[src/rtl/result_capture_if.sv]
// Handshake and result bus between the XOR stage, the capture block and the downstream consumer.
interface result_capture_if #(
  parameter int unsigned WIDTH = 32
);
  logic             start;
  logic             start_ready;
  logic [WIDTH-1:0] result_in;
  logic             busy;
  logic             out_valid;
  logic             out_ready;
  logic [WIDTH-1:0] out_data;
  logic             out_zero;
  logic             out_parity;

  // Upstream/downstream side: issues starts, supplies the result, accepts output entries.
  modport master (
    output start,
    output result_in,
    output out_ready,
    input  start_ready,
    input  busy,
    input  out_valid,
    input  out_data,
    input  out_zero,
    input  out_parity
  );

  // Capture block side.
  modport slave (
    input  start,
    input  result_in,
    input  out_ready,
    output start_ready,
    output busy,
    output out_valid,
    output out_data,
    output out_zero,
    output out_parity
  );
endinterface

[src/rtl/result_capture.sv]
// Waits a fixed number of cycles for a combinational XOR result to settle, samples it once,
// and queues it in a 2-entry FIFO with zero and parity flags on the head entry.
module result_capture #(
  parameter int unsigned WIDTH         = 32,
  parameter int unsigned SETTLE_CYCLES = 2
) (
  input logic             clk,
  input logic             reset,
  result_capture_if.slave bus
);

  typedef enum logic {StIdle, StSettle} state_e;

  state_e           state_q, state_d;
  logic [3:0]       cnt_q, cnt_d;
  logic [1:0]       count_q, count_d;
  logic [WIDTH-1:0] head_q, head_d;
  logic [WIDTH-1:0] tail_q, tail_d;
  logic             start_ready;
  logic             accept;
  logic             push;
  logic             pop;

  // Handshake decode: accepted start, end-of-settle push, downstream pop.
  always_comb begin
    start_ready = !reset && (state_q == StIdle) && (count_q != 2'd2);
    accept      = bus.start && start_ready;
    push        = (state_q == StSettle) && (cnt_q == 4'd0);
    pop         = (count_q != 2'd0) && bus.out_ready;
  end

  // Settle FSM: count down SETTLE_CYCLES edges after an accepted start.
  always_comb begin
    state_d = state_q;
    cnt_d   = cnt_q;
    case (state_q)
      StIdle: begin
        if (accept) begin
          state_d = StSettle;
          cnt_d   = 4'(SETTLE_CYCLES - 1);
        end
      end
      StSettle: begin
        if (cnt_q == 4'd0) begin
          state_d = StIdle;
        end else begin
          cnt_d = cnt_q - 4'd1;
        end
      end
      default: state_d = StIdle;
    endcase
  end

  // Two-entry FIFO; head_q is always the oldest valid entry.
  always_comb begin
    head_d  = head_q;
    tail_d  = tail_q;
    count_d = count_q;
    unique case ({push, pop})
      2'b10: begin
        if (count_q == 2'd0) begin
          head_d = bus.result_in;
        end else begin
          tail_d = bus.result_in;
        end
        if (count_q != 2'd2) begin
          count_d = count_q + 2'd1;
        end
      end
      2'b01: begin
        head_d  = tail_q;
        count_d = count_q - 2'd1;
      end
      2'b11: begin
        // Count is unchanged; the new entry lands behind whatever survives the pop.
        if (count_q == 2'd1) begin
          head_d = bus.result_in;
        end else begin
          head_d = tail_q;
          tail_d = bus.result_in;
        end
      end
      default: ;
    endcase
  end

  // State registers, cleared asynchronously so an in-flight capture is abandoned.
  always_ff @(posedge clk or posedge reset) begin
    if (reset) begin
      state_q <= StIdle;
      cnt_q   <= 4'd0;
      count_q <= 2'd0;
      head_q  <= '0;
      tail_q  <= '0;
    end else begin
      state_q <= state_d;
      cnt_q   <= cnt_d;
      count_q <= count_d;
      head_q  <= head_d;
      tail_q  <= tail_d;
    end
  end

  // Outputs; data and flags are masked to zero whenever the FIFO is empty.
  always_comb begin
    bus.start_ready = start_ready;
    bus.busy        = (state_q == StSettle);
    bus.out_valid   = (count_q != 2'd0);
    bus.out_data    = (count_q != 2'd0) ? head_q : '0;
    bus.out_zero    = (count_q != 2'd0) && (head_q == '0);
    bus.out_parity  = (count_q != 2'd0) && (^head_q);
  end

endmodule
[src/flat_wrapper.sv]
// flat-port wrapper written by rule: the top's interface ports become plain ports
module result_capture_flat 
#(
  parameter int unsigned WIDTH         = 32,
  parameter int unsigned SETTLE_CYCLES = 2
)
  (clk, reset, bus_start, bus_result_in, bus_out_ready, bus_start_ready, bus_busy, bus_out_valid, bus_out_data, bus_out_zero, bus_out_parity);
  result_capture_if #(.WIDTH(WIDTH)) bus_i ();
  input logic clk;
  input logic reset;
  input wire logic [$bits(bus_i.start)-1:0] bus_start;
  input wire logic [$bits(bus_i.result_in)-1:0] bus_result_in;
  input wire logic [$bits(bus_i.out_ready)-1:0] bus_out_ready;
  output wire logic [$bits(bus_i.start_ready)-1:0] bus_start_ready;
  output wire logic [$bits(bus_i.busy)-1:0] bus_busy;
  output wire logic [$bits(bus_i.out_valid)-1:0] bus_out_valid;
  output wire logic [$bits(bus_i.out_data)-1:0] bus_out_data;
  output wire logic [$bits(bus_i.out_zero)-1:0] bus_out_zero;
  output wire logic [$bits(bus_i.out_parity)-1:0] bus_out_parity;
  assign bus_i.start = bus_start;
  assign bus_i.result_in = bus_result_in;
  assign bus_i.out_ready = bus_out_ready;
  assign bus_start_ready = bus_i.start_ready;
  assign bus_busy = bus_i.busy;
  assign bus_out_valid = bus_i.out_valid;
  assign bus_out_data = bus_i.out_data;
  assign bus_out_zero = bus_i.out_zero;
  assign bus_out_parity = bus_i.out_parity;
  result_capture #(.WIDTH(WIDTH), .SETTLE_CYCLES(SETTLE_CYCLES)) u_core (.clk(clk), .reset(reset), .bus(bus_i));
endmodule
[config.mk]
export PLATFORM = sky130hd
export DESIGN_NAME = result_capture_flat
export DESIGN_NICKNAME = d
export VERILOG_FILES = /design/src/rtl/result_capture_if.sv /design/src/rtl/result_capture.sv /design/src/flat_wrapper.sv
export SDC_FILE = /design/constraint.sdc
export NUM_CORES = 1
export LEC_CHECK = 0
export ABC_AREA = 1
export CORE_MARGIN = 2
export CORE_UTILIZATION = 30
export DETAILED_ROUTE_END_ITERATION = 6
export SYNTH_ARGS = -nofsm -noshare
export SYNTH_HDL_FRONTEND = slang
export SYNTH_SLANG_ARGS = --single-unit
[constraint.sdc]
create_clock -name clk -period 3.1 [get_ports clk]
set_clock_uncertainty 0.2 [all_clocks]
set_input_delay 0.62 -clock clk [delete_from_list [all_inputs] [get_ports clk]]
set_output_delay 0.62 -clock clk [all_outputs]
set_load 0.02 [all_outputs]
==> summary.md, run 1 <==
| Metric | Value |
|---|---|
| H-Tree Level Count | `3` |
| Remaining Overflow, GRT | `0` |
| Y dimension of the die | `~130 um` |
| Cell count after synthesis | `671` |
| Worst slew pin tran | `0.639 ns` |
| Max_cap viols | `0` |
| Share of synthesized registers carrying an async set or reset | `100%` |
| Slew margin rel. | `57.4%` |
| GRT met3 Usage | `2.76%` |
| Post-synthesis compound-gate area fraction | `15.8%` |
| Clock tree from TritonCTS | `done` |
| Busiest layer in global routing | `met2` |
| DRC violations left | `0` |
| Achievable clock frequency | `0.344 GHz` |
| Setup crit end kind | `primary output` |
| Average cell area after synthesis | `6.66 um^2` |
| Cells traversed along the worst timing path | `inv_1, ha_1, buf_4, nor2_1, clkdlybuf4s50_1` |
| Standby leakage power | `approximately 0.0028 uW` |
| Share of synthesized area occupied by flip-flops and latches | `39.8%` |
| Longest individual stage delay on the worst path | `0.64 ns` |
| Detailed placement HPWL | `~8.7 mm` |
| Site Rows | `44` |
| Routability congestion estimate from global placement | `0.797` |
| Final routed wirelength across all metal layers | `11.7 mm` |
| Dominant register cell in the synthesized netlist | `sky130_fd_sc_hd__dfrtp_1` |
| Library cell used as clock root buffer | `sky130_fd_sc_hd__clkbuf_16` |
| Total GRT Usage | `15.4%` |
| Clk slew on worst S/H paths | `approximately 0.05 ns` |
| Final setup violation count | `0` |
| Layout cell share with drive strength beyond 1 | `5.38%` |
| Number of nets in the finished design | `between 700 and 800` |
| Commonest non-fill, non-tap cells in the layout | `sky130_fd_sc_hd__nand2_1 (225), sky130_fd_sc_hd__inv_1 (93), sky130_fd_sc_hd__o21ai_0 (87)` |
| Routing usage on met1 | `a little under a quarter` |
| Effective utilization at floorplan | `about 30%` |
| Fraction of met2 tracks used by global routing | `23.5%` |
| Mapped Area | `4470 um^2` |
| Buffer depth of the longest clock path | `2` |
| Share of cell area taken by muxes after synthesis | `0%` |
| CP startpoint kind | `register` |
| Net count after synthesis | `a little over 700` |
| Maximum fanout encountered on the critical timing path | `16` |
| Classification of the worst setup path | `reg -> out` |
| Number of library cell types mapped by synthesis | `26` |
| Period utilisation layout | `93.8%` |
| Routed len/inst | `12.6 um` |
| Number of buffers added by the clock tree synthesis step | `9` |
| Simple-gate share of the synthesized area | `27.0%` |
| Pwr/cell area | `1220 nW/um^2` |
| Hold-fix buffers, CTS | `0` |
| Insertion delay to the later sink of the worst-skew pair | `0.33 ns` |
| Slowest stage cell, crit path | `sky130_fd_sc_hd__clkdlybuf4s50_1` |
| Final ANT Viol Nets | `0` |
| First-pass detailed-route iteration total | `4` |
| Number of antenna violations at the first check in global routing | `0` |
| Number of violations reported at the end of detailed-routing iteration 0 | `282` |
| Final Total Pwr | `6950 uW` |
| Combinational family with the most area after synthesis | `simple AND/OR/NAND/NOR gates` |
| TritonCTS Sinks | `71` |
| Worst VDD drop | `0.635 mV` |
| # diodes | `0` |
| Horiz. Die Dim | `126 um` |
| Crit path time final | `2.91 ns` |
| Die footprint | `15900 um^2` |
| EDFF count, synth | `0` |
| First-pass GRT wire length | `19.7 mm` |
| Number of synthesized register bits | `71` |
| Vias after detailed routing | `4113` |
| Post-Route Setup TNS | `0 ns` |
| Status | `finished, final reports clean` |
| Port Buffers | `72` |
| Final count of pins violating max slew | `0` |
| Core footprint | `14500 um^2` |
| Data arrival, critical path | `between 2 and 2.5 ns` |
| Synth warn | `0` |
| Required time of the critical path | `2.28 ns` |
| Type of the worst min-delay path | `reg -> reg` |
| Top-Level Pins | `73` |
| Post-synthesis adder-cell area fraction | `5.60%` |
| Post-CTS setup buffer count | `0` |
| Unrepaired setup endpoints after global routing | `false` |
| Vias in the first global route | `3806` |
| Filler instances | `1521` |
| Leading cell type in the layout, fill and taps excluded | `sky130_fd_sc_hd__nand2_1` |
| Fin. Hold Viols | `0` |
| Avg Vias per Cell | `4.44` |
| Relative area change from synthesis to final layout | `28.0%` |
| Largest net degree at the start of global routing | `65` |
| Post-synthesis share of cell area spent on xor and xnor gates | `0.588%` |
stage by stage:
step | cells | hold slack [ns] | setup slack, ns | utilization [%] | instance area (um^2)
after CTS | 927 | 0.285 | 0.0546 | 39.3 | 5710
after detailed placement | 911 | 0.272 | 0.289 | 37.4 | 5440
after global routing | 927 | 0.316 | 0.0189 | 39.3 | 5720
after floorplan | 671 | 0.249 | 0.483 | - | 4470
final | 927 | 0.292 | 0.192 | 39.3 | 5720
after global placement | 911 | 0.270 | 0.335 | 37.4 | 5440
synth_stat cells (2+ instances only):
cell                         n  area, um^2
sky130_fd_sc_hd__nand2_1   225         845
sky130_fd_sc_hd__inv_1      94         353
sky130_fd_sc_hd__nand3_1     3        15.0
sky130_fd_sc_hd__xnor2_1     2        17.5
sky130_fd_sc_hd__ha_1       20         250
sky130_fd_sc_hd__o22ai_1     3        18.8
sky130_fd_sc_hd__buf_2      14        70.1
sky130_fd_sc_hd__nor2_1     74         278
sky130_fd_sc_hd__clkbuf_1   16        60.1
sky130_fd_sc_hd__o21ai_0    87         435
sky130_fd_sc_hd__nand4_1     3        18.8
sky130_fd_sc_hd__inv_2       2        7.51
sky130_fd_sc_hd__o21ai_1    12        60.1
sky130_fd_sc_hd__nor3_1      2        10.0
sky130_fd_sc_hd__a21oi_1    33         165
sky130_fd_sc_hd__dfrtp_1    71        1780
final cells by class:
class                   instances  area, um^2  area share, %
multi-input cells             472        2190           38.4
flip-flops and latches         71        1780           31.1
repair buffers                 88         880           15.4
inverters                      96         360           6.30
clock buffers                  12         256           4.49
well taps                     184         230           4.03
clock inverters                 4        20.0          0.350
layer usage:
metal,part of all wire [%],vias to the layer above
li1,-,2203
met5,0,-
met1,51,1834
met2,44,66
met4,1.1,0
met3,3.6,10
registers in the layout (all words and copies together) (netlist names):
signal / cells
u_core.head_q: 32
u_core.bus.busy: 1
u_core.tail_q: 32
u_core.count_q: 2
u_core.cnt_q: 4
path summary, 6_finish.rpt:
check / cells after the start / startpoint / to / slack (ns)
max in group asynchronous: 3 / reset / u_core.tail_q[15]$_DFFE_PP0P_ / 1.46
min reg2reg: 2 / u_core.head_q[23]$_DFFE_PP0P_ / u_core.head_q[23]$_DFFE_PP0P_ / 0.29
max reg2reg: 10 / u_core.cnt_q[0]$_DFFE_PP0P_ / u_core.head_q[31]$_DFFE_PP0P_ / 0.85
min: 2 / u_core.head_q[23]$_DFFE_PP0P_ / u_core.head_q[23]$_DFFE_PP0P_ / 0.29
max: 5 / u_core.count_q[0]$_DFFE_PP0P_ / bus_out_data[7] / 0.19
min in group asynchronous: 2 / reset / u_core.tail_q[27]$_DFFE_PP0P_ / 0.53
where the power goes:
| part | switching, uW | total [uW] | internal (uW) |
|---|---|---|---|
| registers | 144 | 1540 | 1400 |
| logic | 2730 | 4450 | 1720 |
| clock network | 386 | 966 | 580 |
worst max-delay path: cells and delay by family (launching register included):
kind / cells / cell delay (ns)
simple gates: 1 / 0.20
flops: 1 / 0.39
fa+ha+maj: 1 / 0.24
buf+inv: 3 / 0.93
logic make-up after synthesis:
group / Yosys count
simple gates: 312
buf+inv: 128
compound gates: 137
xor+xnor: 3
flops: 71
fa+ha+maj: 20
repair_timing:
item | CTS | global route
pin swaps | 0 | 0
endpoints found under the setup margin | 1 | 1
gates resized for setup | 1 | 1
hold endpoints to repair | 0 | 0
Power figures use the tool's default switching activity.
==> inputs of run 2 (changes only) <==
--- a/config.mk
+++ b/config.mk
@@ -9,6 +9,7 @@
 export CORE_MARGIN = 2
 export CORE_UTILIZATION = 30
 export DETAILED_ROUTE_END_ITERATION = 6
+export SLEW_MARGIN = 20
 export SYNTH_ARGS = -nofsm -noshare
 export SYNTH_HDL_FRONTEND = slang
 export SYNTH_SLANG_ARGS = --single-unit
==> results of run 2 <==
No change in the layout: final DEF, timing and power equal those of run 1.
